--- src/rtl/logic_processor_pkg.sv ---
// Shared state encoding and routing-select constants for the bit-serial logic processor.
package logic_processor_pkg;

   typedef enum logic [1:0] {
      IDLE  = 2'b00,
      SHIFT = 2'b01,
      HALT  = 2'b10
   } ctrl_state_t;

   localparam logic [1:0] ROUTE_KEEP   = 2'b00;
   localparam logic [1:0] ROUTE_F_TO_B = 2'b01;
   localparam logic [1:0] ROUTE_F_TO_A = 2'b10;
   localparam logic [1:0] ROUTE_SWAP   = 2'b11;

endpackage

--- src/rtl/op_counter.sv ---
// Shift-cycle counter for one operation: clears to zero, counts up while enabled,
// saturates at WIDTH and flags the final shift cycle.
module op_counter #(
   parameter int WIDTH = 8,
   localparam int CW = $clog2(WIDTH + 1)
) (
   input  logic          clk,
   input  logic          reset,
   input  logic          clear,
   input  logic          enable,
   output logic [CW-1:0] count,
   output logic          last
);

   localparam logic [CW-1:0] MAX_VAL  = CW'(WIDTH);
   localparam logic [CW-1:0] LAST_VAL = CW'(WIDTH - 1);

   always_ff @(posedge clk or posedge reset) begin
      if (reset) begin
         count <= '0;
      end else if (clear) begin
         count <= '0;
      end else if (enable && (count != MAX_VAL)) begin
         count <= count + 1'b1;
      end
   end

   // High during the cycle whose increment completes the operation.
   assign last = (count == LAST_VAL);

endmodule

--- src/rtl/logic_processor_controller.sv ---
// Sequencer for the bit-serial logic processor: one execute press runs WIDTH shift
// cycles with a frozen routing select, then halts until execute is released.
module logic_processor_controller
   import logic_processor_pkg::*;
#(
   parameter int WIDTH = 8,
   localparam int CW = $clog2(WIDTH + 1)
) (
   input  logic          clk,
   input  logic          reset,
   input  logic          execute,
   input  logic          load_a,
   input  logic          load_b,
   input  logic [1:0]    routing_sel_in,
   output logic          ld_a,
   output logic          ld_b,
   output logic          shift_en,
   output logic [1:0]    routing_select,
   output logic          busy,
   output logic          done,
   output logic [CW-1:0] shift_count
);

   ctrl_state_t state_reg;
   ctrl_state_t state_next;
   logic [1:0]  sel_reg;
   logic        cnt_clear;
   logic        cnt_en;
   logic        cnt_last;

   op_counter #(.WIDTH(WIDTH)) u_op_counter (
      .clk    (clk),
      .reset  (reset),
      .clear  (cnt_clear),
      .enable (cnt_en),
      .count  (shift_count),
      .last   (cnt_last)
   );

   always_ff @(posedge clk or posedge reset) begin
      if (reset) begin
         state_reg <= IDLE;
         sel_reg   <= ROUTE_KEEP;
      end else begin
         state_reg <= state_next;
         if ((state_reg == IDLE) && execute) begin
            sel_reg <= routing_sel_in;
         end
      end
   end

   always_comb begin
      state_next     = state_reg;
      cnt_clear      = 1'b0;
      cnt_en         = 1'b0;
      ld_a           = 1'b0;
      ld_b           = 1'b0;
      shift_en       = 1'b0;
      routing_select = ROUTE_KEEP;
      busy           = 1'b0;
      done           = 1'b0;
      case (state_reg)
         IDLE: begin
            cnt_clear = 1'b1;
            if (execute) begin
               state_next = SHIFT;
            end else begin
               // Loads only reach the registers when no operation is being launched.
               ld_a = load_a;
               ld_b = load_b;
            end
         end
         SHIFT: begin
            shift_en       = 1'b1;
            busy           = 1'b1;
            routing_select = sel_reg;
            cnt_en         = 1'b1;
            if (cnt_last) begin
               state_next = HALT;
            end
         end
         HALT: begin
            done = 1'b1;
            if (!execute) begin
               state_next = IDLE;
               cnt_clear  = 1'b1;
            end
         end
         default: begin
            state_next = IDLE;
            cnt_clear  = 1'b1;
         end
      endcase
   end

endmodule

--- config.mk ---
export PLATFORM = sky130hd
export DESIGN_NAME = logic_processor_controller
export DESIGN_NICKNAME = d
export VERILOG_FILES = /design/src/rtl/logic_processor_pkg.sv /design/src/rtl/op_counter.sv /design/src/rtl/logic_processor_controller.sv
export SDC_FILE = /design/constraint.sdc
export NUM_CORES = 1
export LEC_CHECK = 0
export CAP_MARGIN = 15
export CORE_AREA = 5 5 42 44
export DETAILED_ROUTE_END_ITERATION = 10
export DIE_AREA = 0 0 47 49
export GPL_ROUTABILITY_DRIVEN = 0
export HOLD_SLACK_MARGIN = 0.02
export PLACE_DENSITY = 0.68
export SKIP_LAST_GASP = 1
export SYNTH_ARGS = -nofsm -noshare
export SYNTH_HDL_FRONTEND = slang
export SYNTH_SLANG_ARGS = --single-unit
--- constraint.sdc ---
create_clock -name clk -period 1 [get_ports clk]
set_input_delay 0.1 -clock clk [delete_from_list [all_inputs] [get_ports clk]]
set_output_delay 0.1 -clock clk [all_outputs]
set_load 0.01 [all_outputs]
After elaboration in Yosys (flattened, before gate mapping)
Index checks and enable logic that the tools add are counted.
Word-level totals
  word-level logic and storage cells: 31
  bits of input ports: 7
  output and inout bits: 11
  register bits after elaboration: 8
Operators by class
  multiplexer cells: 15
  reductions and logical operators: 5
  $add $sub $neg: 1
  equal/unequal tests: 7
Operators by type and width (number)
  two-way mux 2 bit: 4
  two-way mux 4 bit: 2
  two-way mux 1 bit: 7
  != test 2 bit, second input constant: 3
  one-hot mux 2 bit (3 select lines): 1
  adder 4 x 1 -> 4 bit, second input constant: 1
  == test 4 x 3 -> 1 bit, second input constant: 1
  != test 4 bit, second input constant: 1
  AND reduction 3 bit: 1
  == test 2 x 1 -> 1 bit, second input constant: 1
  == test 2 bit, second input constant: 1
  logical AND 1 bit: 2
  logical NOT 2 bit: 1
  one-hot mux 1 bit (2 select lines): 1
  nonzero test 2 bit: 1

Longest topological paths before layout
Gate-level depths: netlist of the first run.
  word-level depth: 5
  depth in mapped cells: 5
  depth with buffers taken out: 5

By module
From an unflattened synthesis of the first run, not the netlist that was laid out.
Unflattened totals
  cells, all modules: 46
  area, all modules: 465.4 sq um
Modules (own cells, without submodules)
  op_counter: area an instance 242.7 sq um, cells an instance 25, sequential area each 100.1 sq um, times used 1
  logic_processor_controller: area an instance 222.7 sq um, cells an instance 21, sequential area each 100.1 sq um, times used 1

Worst setup path before layout of the first run
No wires, ideal clock.
  path type: reg-to-reg
  from: register u_op_counter.count[0]
  to: register u_op_counter.count[1]
  arrival time: 1066 ps
  buffers on the path: 0
  setup slack: -188 ps
  required time: 878 ps
  library setup time: 122 ps
  cell stages (with the launch flop): 6
  clock period less this slack: 1188 ps
  cells stage by stage: dfrtp_1 > inv_1 > ha_1 > nand3b_1 > o21ai_2 > a32o_1
Between the ends
  cells in the longest elaborated chain, start to end: 3
  elaborated cells between the ends (all ways): 6
  classes of those cells: add/sub (1); eq/ne (1); mux (2); reduce/logical (2)
RTL lines
  start, declared: line op_counter.sv:11  | output logic [CW-1:0] count,
  start signal, assigned: line op_counter.sv:24  | count <= count + 1'b1;
  adder 4 x 1 -> 4 bit or != test 4 bit (tied branches): line op_counter.sv:24, op_counter.sv:23
  two-way mux 4 bit or logical AND 1 bit (tied branches): line op_counter.sv:23  | end else if (enable && (count != MAX_VAL)) begin
  two-way mux 4 bit or nonzero test 2 bit (tied branches)
Parallel ways exist; a longest one is shown, timed or not. The select of a mux whose other input is x is not followed.
A chain may end at the register's enable or synchronous reset.

Worst setup path in the final report of the first run
  from: register state_reg[1]
  to: register sel_reg[0]
Between the ends
  cells in the longest elaborated chain, start to end: 2
RTL lines
  start, declared: line logic_processor_controller.sv:24  | ctrl_state_t state_reg;
  start signal, assigned: line logic_processor_controller.sv:45  | state_reg <= state_next;
  logical NOT 2 bit: line logic_processor_controller.sv:46  | if ((state_reg == IDLE) && execute) begin
  logical AND 1 bit: line logic_processor_controller.sv:46
  end signal, assigned: line logic_processor_controller.sv:47  | sel_reg <= routing_sel_in;
  end, declared: line logic_processor_controller.sv:26  | logic [1:0] sel_reg;
Every way passes these cells.

==> results of run 1 <==
power by group:
part	switching, uW	leakage (uW)	total [uW]	internal [uW]
Sequential	136	0.0000959	607	471
Clock	119	0.0000138	257	138
Combinational	562	0.000303	1440	880
cell type report:
type,count,area share (%)
clock buffer,3,2.74
inverter,4,2.44
multi-input combinational,30,34.3
sequential,8,24.7
tap,16,2.44
timing repair buffer,32,33.4
timing repair:
item,in CTS,in global routing
setup endpoints to repair,18,15
pin swaps,6,2
resized for setup,57,9
gates cloned,0,0
setup buffers,4,3
metal layers:
layer  GRT usage [%]  routed length [um]
met5               0                   0
met3            4.43                 101
met1            13.7                 497
met2            14.7                 567
met4            5.53                  17
cells by family (layout without fill, tap and decap cells):
family                     after synthesis  in the layout  share of synthesized area, %
AOI/OAI and AO/OA                        9              9                          14.4
adders and majority gates                2              2                          5.45
muxes                                    2              2                          4.90
and+or+nand+nor                         17             17                          26.7
DFF                                      8              8                          43.6
buffers and inverters                    5             39                          4.90
worst min path at each step:
stage	slack (ns)	start	cells after the start	to
floorplan	-0.08	reset	1	sel_reg[0]
global placement	0.37	reset	2	sel_reg[1]
detailed placement	0.37	reset	2	u_op_counter.count[2]
CTS	0.1	reset	2	sel_reg[1]
global route	0.11	reset	2	u_op_counter.count[1]
finish	0.08	reset	2	u_op_counter.count[1]
metrics by stage:
stage	power, uW	cells	util, %	instance area, um^2	setup TNS (ns)
after global routing	2470	93	58.6	821	-3.94
after CTS	2090	90	54.7	767	-3.01
after global placement	1750	83	50.4	707	-4.07
final	2310	93	58.6	821	-3.13
after floorplan	1180	43	-	464	-0.512
after detailed placement	1760	83	50.4	707	-4.13
critical path: cells and delay by family, from the launching register on:
family                 cells  cell delay, ns
flip-flops                 1            0.40
multiplexers               1            0.32
buffers and inverters      2            0.24
AND/OR/NAND/NOR            1            0.23
cells in the final DEF (no fill, tap or decap), drive strengths merged:
cell	count
clkbuf	3
a22o	2
and3	1
a32o	2
nand2	1
clkdlybuf4s50	6
nand2b	1
nor3	1
clkinv	1
nor2	3
dfrtp	8
buf	26
o21ai	4
a21oi	1
and2	4
inv	3
mux2	2
and2b	1
ha	2
nand4b	2
nand3b	2
nor3b	1
==> summary.txt, run 1 <==
Floorplanning
  • Core Footprint: 1400 um^2
  • Die W: 47 um
  • Num rows: 14
  • Ports: 18
  • DIE AREA: 2300 um^2
  • Initial Utilization: 32.8%
  • Die height: 49 um

Logic synthesis
  • Post-synth top flop: dfrtp_1
  • Post-synth EDFFs: 0
  • Number of synthesis warnings: 0
  • Seq/Total Area, Yosys: 43.6%
  • Leading area contributor after synthesis: dfrtp_1
  • Ys async rst share: 100%
  • Post-synthesis register bit count: 8
  • Syn Area/Cell: 10.7 um^2
  • Netlist cell types: 23
  • Count leader, synth: dfrtp_1
  • Syn Inst Count: 43
  • Synth cell count leaders: 8 x dfrtp_1, 4 x and2_1, 3 x inv_1, 3 x nor2_1
  • Synth top area share: 43.6%
  • Area contributors post-synth: dfrtp_1 44%, and2_1 5.4%, ha_1 5.4%, mux2_1 4.9%, a32o_1 4.4%
  • Synth Net Count: 52
  • Synth Cell Area: 459 um^2

Power
  • Pwr dens: 2810 nW/um^2
  • Peak VDD IR: 1450 uV
  • Leakage Power: 0.000412 uW

Global routing
  • Pin count of the biggest net entering global routing: 9
  • Gr ovfl total: 0
  • Number of global-route vias before repair: 402
  • First-pass GRT wire length: 1700 um
  • Gr usage total: 10.6%
  • Antenna violations before repair: 0

STA
  • Unrepaired setup endpoints after global routing: yes
  • Max Fclk: 0.763 GHz
  • Final Max Tran Viols: 0
  • Least-Margin Pin Slew: 0.306 ns
  • Final WS setup: -0.310 ns
  • Layout Skew: 0.000571 ns
  • WHS: 0.0822 ns
  • Final Hold Fails: 0
  • Tmin final: 1.31 ns
  • Final Setup Violations: 14
  • Tcrit/Tclk final: 131%
  • Max-slew headroom: 79.5%

Worst hold path
  • Hold crit path type: primary input to asynchronous set/reset pin

Detailed routing
  • WL final: 1180 um
  • Via density: 4.84
  • Drt wl/cell: 12.7 um
  • Pre-Repair DR Iteration Count: 4
  • Post-route ant nets: 0
  • Vias: 450
  • Starting DRT DRC Count: 4
  • Residual DRC: 0

Finish
  • N_diodes: 0
  • Number of flip-flops under the largest register name: 4
  • Filler Cell Count: 128
  • FF/Latch Area: 203 um^2
  • Area Overhead vs Synth: 78.7%
  • Share of layout cells above drive strength 1: 59.7%
  • Area of the multi-input gates: 282 um^2
  • Nets: 88

Setup path
  • Worst reg2reg path depth: 4
  • Crit path from: state_reg[1]
  • Crit-path slowest cell: dfrtp_1
  • Delay of the slowest critical-path stage: 0.40 ns
  • Worst Setup End Kind: flop
  • Crit start category: flop
  • Last element of the critical path: sel_reg[0]
  • Most used cell, CP: buf_6
  • Critical path fanouts, max: 3
  • Crit path DAT: 1.45 ns
  • Crit-path cells: buf_6 > buf_6 > nor3b_4 > mux2_4
  • Flop2flop setup slack: -0.31 ns
  • Worst path required time: 1.14 ns
  • Critical path class: flop to flop
  • FF-to-FF Start: state_reg[1]
  • R2R Path End: sel_reg[0]

Place
  • DP HPWL: 770 um
  • Port Buffers: 17
  • Pre-CTS setup slack: -0.470 ns

Clocking
  • Hold_buf cts: 0
  • Clk sinks: 8
  • H-Tree Depth: 1
  • CTS clock-pin slew for the worst setup and hold paths: 0.06 ns
  • Clk_lat worst skew: 0.26 ns
  • Clock tree root driver cell: clkbuf_4
  • CTS tree: done
  • TritonCTS Buffers: 3
  • CTS Buffer Depth: 2

Job
  • MaxCap Viol Count: 0

Outcome
  • Run status: finished with violations
  • Violated checks: setup timing
(Power assumes the default switching activity.)
==> run 2: changes to the inputs <==
Settings changed: CTS_BUF_LIST set to sky130_fd_sc_hd__clkbuf_8 sky130_fd_sc_hd__clkbuf_16, REMOVE_ABC_BUFFERS set to 1.
==> run 2 against run 1 <==
  * The run still ends with setup timing left
  * Fmax grew 5.0%
  * Sequential share of layout area shrank 3.6 points
  * Non-clock buffer count grew 6
  * Critical path type is now flop to output pin
  * Highest routed layer unchanged
==> summary.txt, run 2 (synthesized netlist as in run 1, its figures left out) <==
Outcome
  • Run status: finished with violations
  • Violated checks: setup timing

Power
  • Final Power: 2920 uW (+27%)
  • Sw Share: 33.3% (-2.1 points)
  • Switching power: 973 uW (+19%)
  • Clk network pwr share: 13.7% (+2.6 points)
  • Leakage Power: 0.000464 uW (+13%)
  • Peak VDD IR: 1770 uV (+22%)
  • Power Internal: 1950 uW (+31%)
  • Pwr dens: 3060 nW/um^2 (+9.0%)
  • Logic pwr share: 65.9% (+3.4 points)
  • Share of power burned in registers: 20.4% (-5.9 points)

Clocking
  • Clk sinks: 8 (unchanged)
  • H-Tree Depth: 1 (unchanged)
  • TritonCTS Buffers: 3 (unchanged)
  • CTS Buffer Depth: 2 (unchanged)
  • CTS clock-pin slew for the worst setup and hold paths: 0.04 ns (-0.02 ns)
  • Hold_buf cts: 0 (unchanged)
  • CTS tree: done
  • Clock tree root driver cell: clkbuf_8
  • Clk_lat worst skew: 0.23 ns (-0.03 ns)

Floorplanning
  • DIE AREA: 2300 um^2 (unchanged)
  • Die W: 47 um (unchanged)
  • Num rows: 14 (unchanged)
  • Die height: 49 um (unchanged)
  • Core Footprint: 1400 um^2 (unchanged)
  • Initial Utilization: 32.8% (unchanged)
  • Ports: 18 (unchanged)

Setup path
  • FF-to-FF Start: state_reg[1]
  • Critical path fanouts, max: 5 (+2)
  • Last element of the critical path: routing_select[0]
  • Crit start category: flop
  • Worst path required time: 0.90 ns (-0.24 ns)
  • R2R Path End: sel_reg[1]
  • Worst Setup End Kind: output pin
  • Worst reg2reg path depth: 3 (-1)
  • Crit path from: state_reg[0]
  • Crit path DAT: 1.15 ns (-0.30 ns)
  • Flop2flop setup slack: -0.25 ns (+0.06 ns)
  • Critical path class: flop to output pin

STA
  • Max-slew headroom: 78.4% (-1.1 points)
  • Final Max Tran Viols: 0 (unchanged)
  • Tmin final: 1.25 ns (-0.0628 ns)
  • Final Hold Fails: 0 (unchanged)
  • Final Setup Violations: 16 (+2)
  • Unrepaired setup endpoints after global routing: yes
  • Final WS setup: -0.247 ns (+0.0628 ns)
  • Tcrit/Tclk final: 125% (-6.3 points)
  • Least-Margin Pin Slew: 0.323 ns (+0.0169 ns)
  • Max Fclk: 0.802 GHz (+5.0%)
  • Layout Skew: 0.00180 ns (+0.00123 ns)
  • Setup TNS: -3.09 ns (+0.0327 ns)

Finish
  • Area Overhead vs Synth: 108%
  • Number of flip-flops under the largest register name: 4 (unchanged)
  • Most frequent cells in the layout: 20 x buf_6, 8 x buf_4, 7 x dfrtp_1
  • N_diodes: 0 (unchanged)
  • Fin area: 955 um^2 (+16%)
  • Share of layout cells above drive strength 1: 63.9% (+4.1 points)
  • Nets: 94 (+6.8%)
  • Filler Cell Count: 114 (-11%)
  • Most common cell after layout, fill and taps aside: buf_6

Worst hold path
  • Hold crit path type: primary input to asynchronous set/reset pin

Detailed routing
  • WL final: 1360 um (+15%)
  • Starting DRT DRC Count: 8 (+4)
  • Vias: 486 (+8.0%)
  • Post-route ant nets: 0 (unchanged)
  • Via density: 4.91 (+1.5%)
  • Drt wl/cell: 13.7 um (+7.8%)
  • Residual DRC: 0 (unchanged)
  • Pre-Repair DR Iteration Count: 2 (-2)

Global routing
  • Antenna violations before repair: 0 (unchanged)
  • Number of global-route vias before repair: 469 (+17%)
  • Gr usage total: 12.8% (+2.1 points)
  • Gr ovfl total: 0 (unchanged)
  • First-pass GRT wire length: 2080 um (+22%)
  • Pin count of the biggest net entering global routing: 9 (unchanged)

Place
  • Placed cell area: 724 um^2 (+2.5%)
  • DP HPWL: 825 um (+7.1%)
  • Pre-CTS setup slack: -0.483 ns (-0.0130 ns)
  • Port Buffers: 17 (unchanged)

Job
  • MaxCap Viol Count: 0 (unchanged)
[run 2: cell types whose count changed in the layout (fill, tap and decap cells not counted), moves of 3 or more]
cell	delta
buf_2	-3
clkbuf_8	+3
clkbuf_4	-3
buf_6	+11
buf_4	-3
[run 2: area by class of cell]
type                            count  area, um^2  share of cell area, %
Clock buffer                        3        41.3                   4.33
Inverter                            4        20.0                   2.10
Multi-Input combinational cell     30         307                   32.1
Sequential cell                     8         201                   21.1
Tap cell                           16        20.0                   2.10
Timing Repair Buffer               38         365                   38.3
[run 2: critical path: stages (launching register included)]
cell and delay (ns):
dfrtp_1 0.41, buf_6 0.14, nand2b_4 0.07, inv_4 0.05, and2_4 0.13, buf_6 0.11
[run 2: how the worst min path moves through the flow]
stage          start                    end
3_5_place_dp   reset             sel_reg[1]
2_1_floorplan  reset             sel_reg[0]
6_report       reset             sel_reg[1]
3_3_place_gp   reset  u_op_counter.count[2]
4_1_cts        reset  u_op_counter.count[2]
5_1_grt        reset  u_op_counter.count[2]
[run 2: stage by stage]
| stage | hold slack (ns) | std cells | utilization (%) |
|---|---|---|---|
| floorplan | -0.0843 | 42 | - |
| global placement | 0.375 | 86 | 51.7 |
| detailed placement | 0.375 | 86 | 51.7 |
| CTS | 0.127 | 94 | 61.2 |
| global route | 0.142 | 99 | 68.1 |
| finish | 0.118 | 99 | 68.1 |
[run 2: power groups by stage]
stage	logic (uW)	registers, uW	clock network [uW]
2_1_floorplan	507	635	0
3_3_place_gp	1230	585	0
3_5_place_dp	1250	588	0
4_1_cts	1590	577	410
5_1_grt	2070	623	438
6_report	1930	596	400
[run 2: routing by layer]
layer / global-route usage (%) / vias up / wire [um]
li1: - / 235 / -
met1: 14.7 / 229 / 532
met2: 19.7 / 19 / 675
met3: 3.69 / 3 / 113
met4: 8.29 / 0 / 36
met5: 0 / - / 0
[run 2: what timing repair did]
item / 4_1_cts / 5_1_grt
buffers inserted: 6 / 7
gates cloned: 0 / 0
endpoints found under the setup margin: 19 / 19
gates resized for setup: 62 / 20
pin swaps: 11 / 11
==> run 3: changes to the inputs <==
Settings changed: PLACE_DENSITY 0.68 to 0.69, SYNTH_HIERARCHICAL set to 1.
==> run 3 against run 2 <==
  * The flow still finishes with violations (setup timing)
  * Sequential power about the same
  * Hold slack got worse by 0.040 ns
  * Via count increased by 0.41%
  * Fmax decreased by 6.3%
  * First-iteration DRC count increased by 13%
==> summary.txt, run 3 <==
Global routing
  • First-pass GRT wire length: 2300 um (+11%)
  • Gr usage total: 14.4% (+1.7 points)
  • Pin count of the biggest net entering global routing: 7 (-2)
  • Gr ovfl total: 0 (unchanged)
  • Antenna violations before repair: 0 (unchanged)
  • Number of global-route vias before repair: 499 (+6.4%)

Setup path
  • Critical path class: flop to output pin
  • R2R Path End: u_op_counter/count[0]
  • Delay of the slowest critical-path stage: 0.39 ns (-0.02 ns)
  • Kind of cell adding the most delay to the critical path: flip-flops
  • Most used cell, CP: buf_6
  • Crit path buf inv count: 3 (unchanged)
  • Crit start category: flop
  • Worst path required time: 0.90 ns (about the same)
  • Crit path DAT: 1.23 ns (+0.08 ns)
  • Worst Setup End Kind: output pin
  • Flop2flop setup slack: -0.32 ns (-0.07 ns)
  • Critical path fanouts, max: 2 (-3)
  • Crit-path slowest cell: dfrtp_1
  • FF-to-FF Start: state_reg[1]
  • Crit-path cells: nor2b_4 > buf_6 > buf_6 > and2_4 > buf_6
  • Worst reg2reg path depth: 5 (+2)

Logic synthesis
  • Seq/Total Area, Yosys: 43.0% (-0.59 points)
  • Count leader, synth: dfrtp_1
  • Post-synthesis register bit count: 8 (unchanged)
  • Synth cell count leaders: 8 x dfrtp_1, 4 x and2_1, 4 x inv_1, 4 x nand2_1, 4 x nor2_1
  • Ys async rst share: 100% (unchanged)
  • Syn Inst Count: 46 (+7.0%)
  • Number of synthesis warnings: 6 (+6)
  • Area contributors post-synth: dfrtp_1 43%, and2_1 5.4%, ha_1 5.4%, mux2_1 4.8%, nor2b_2 3.8%
  • Synth Cell Area: 465 um^2 (+1.4%)
  • Post-synth top flop: dfrtp_1
  • Post-synth EDFFs: 0 (unchanged)
  • Leading area contributor after synthesis: dfrtp_1
  • Syn Area/Cell: 10.1 um^2 (-5.2%)
  • Netlist cell types: 22 (-4.3%)
  • Synth top area share: 43.0% (-0.59 points)

Power
  • Sw Share: 33.6% (+0.28 points)
  • Switching power: 1140 uW (+18%)
  • Final Power: 3410 uW (+17%)
  • Peak VDD IR: 2120 uV (+20%)
  • Share of power burned in registers: 17.5% (-2.9 points)
  • Power Internal: 2270 uW (+16%)
  • Pwr dens: 3350 nW/um^2 (+9.4%)
  • Logic pwr share: 70.7% (+4.8 points)
  • Clk network pwr share: 11.7% (-2.0 points)
  • Leakage Power: 0.000480 uW (+3.5%)

Finish
  • Most frequent cells in the layout: 18 x buf_6, 13 x buf_4, 6 x clkdlybuf4s50_1, 6 x dfrtp_1
  • N_diodes: 0 (unchanged)
  • Most common cell after layout, fill and taps aside: buf_6
  • Area Overhead vs Synth: 119%
  • Filler Cell Count: 105 (-7.9%)
  • Nets: 100 (+6.4%)
  • Number of flip-flops under the largest register name: 4 (unchanged)
  • Share of layout cells above drive strength 1: 70.8% (+6.9 points)

Clocking
  • CTS Buffer Depth: 2 (unchanged)
  • Clock tree root driver cell: clkbuf_8
  • CTS tree: done
  • H-Tree Depth: 1 (unchanged)
  • Clk_lat worst skew: 0.23 ns (about the same)
  • TritonCTS Buffers: 3 (unchanged)
  • CTS clock-pin slew for the worst setup and hold paths: 0.04 ns (about the same)
  • Clk sinks: 8 (unchanged)

Detailed routing
  • WL final: 1490 um (+9.5%)
  • Pre-Repair DR Iteration Count: 2 (unchanged)
  • Post-route ant nets: 0 (unchanged)
  • Via density: 4.65 (-5.3%)
  • Drt wl/cell: 14.2 um (+3.2%)
  • Vias: 488 (+0.41%)
  • Residual DRC: 0 (unchanged)
  • Starting DRT DRC Count: 9 (+1)

Floorplanning
  • Core Footprint: 1400 um^2 (unchanged)
  • Num rows: 14 (unchanged)
  • Die W: 47 um (unchanged)
  • DIE AREA: 2300 um^2 (unchanged)
  • Initial Utilization: 33.2% (+0.45 points)
  • Ports: 18 (unchanged)
  • Die height: 49 um (unchanged)

STA
  • Final Setup Violations: 16 (unchanged)
  • Least-Margin Pin Slew: 0.213 ns (-0.110 ns)
  • Max Fclk: 0.751 GHz (-6.3%)
  • Unrepaired setup endpoints after global routing: yes
  • Final WS setup: -0.331 ns (-0.0840 ns)
  • Tmin final: 1.33 ns (+0.0840 ns)
  • Final Max Tran Viols: 0 (unchanged)
  • Tcrit/Tclk final: 133% (+8.4 points)
  • Layout Skew: 0.00166 ns (-0.000145 ns)
  • Max-slew headroom: 85.8% (+7.4 points)
  • Final Hold Fails: 0 (unchanged)

Job
  • MaxCap Viol Count: 0 (unchanged)

Place
  • DP HPWL: 852 um (+3.3%)
  • Pre-CTS setup slack: -0.480 ns (+0.00317 ns)
  • Port Buffers: 17 (unchanged)

Outcome
  • Violated checks: setup timing
  • Run status: finished with violations

Worst hold path
  • Hold crit path type: primary input to asynchronous set/reset pin
-- run 3: cell count changes after synthesis, sizes merged, moves of 2 or more --
cell,previous run,this run
a22o,2,0
a32o,2,0
nand2,1,4
nand3b,2,0
nand4b,2,0
nor2b,0,2
o21ai,4,0
-- run 3: power groups by stage --
stage / logic (uW) / registers (uW) / clock network (uW)
floorplan: 599 / 621 / 0
global placement: 1370 / 573 / 0
detailed placement: 1400 / 574 / 0
CTS: 1860 / 575 / 408
global route: 2610 / 622 / 428
finish: 2410 / 598 / 399
-- run 3: stage by stage --
step                      util (%)  hold WS, ns  setup TNS [ns]  area [um^2]  instances
after detailed placement      51.6        0.333           -5.67          723         88
after CTS                     64.4       0.0853           -3.75          902        102
after floorplan                  -       -0.134           -2.13          458         45
final                         72.7       0.0778           -4.11         1020        105
after global placement        51.6        0.336           -5.53          723         88
after global routing          72.7        0.123           -4.83         1020        105
-- run 3: cells by family after synthesis --
| logic type | share of synthesized area (%) |
|---|---|
| simple gates | 27.4 |
| flops | 43.0 |
| compound gates | 7.26 |
| buf+inv | 4.84 |
| mux | 10.2 |
| fa+ha+maj | 5.38 |
| xor+xnor | 1.88 |
-- run 3: repair_timing --
| action | CTS | global route |
|---|---|---|
| hold endpoints to repair | 0 | 0 |
| buffers inserted | 12 | 5 |
| endpoints found under the setup margin | 19 | 18 |
| hold buffers | 0 | 0 |
| gates resized for setup | 65 | 23 |
| pin swaps | 10 | 9 |
-- run 3: worst register-to-register path, stage by stage, from the launching register on --
cell     delay, ns
dfrtp_2       0.43
buf_6         0.14
nor2b_4       0.14
a21oi_4       0.18
nor2_1        0.06
mux2_4        0.26
-- run 3: routing by layer --
layer | part of all wire, % | track usage (%)
met3 | 8.1 | 3.32
met5 | 0 | 0
met1 | 40 | 15.5
met2 | 50 | 24.4
met4 | 1.7 | 8.29
-- run 3: worst max path at each step --
stage,slack (ns),endpoint,cells after the start,from
2_1_floorplan,-0.45,u_op_counter/count[0],3,state_reg[0]
3_3_place_gp,-0.44,ld_a,4,execute
3_5_place_dp,-0.48,ld_b,4,execute
4_1_cts,-0.32,u_op_counter/count[2],5,state_reg[1]
5_1_grt,-0.37,routing_select[0],5,state_reg[1]
6_report,-0.33,routing_select[1],5,state_reg[0]
-- run 3: layout make-up --
type	count	area, um^2	area share, %
clock buffers	3	41.3	4.05
multi-input cells	33	353	34.6
well taps	16	20.0	1.97
flip-flops and latches	8	203	19.9
repair buffers	41	387	38.0
inverters	4	15.0	1.47
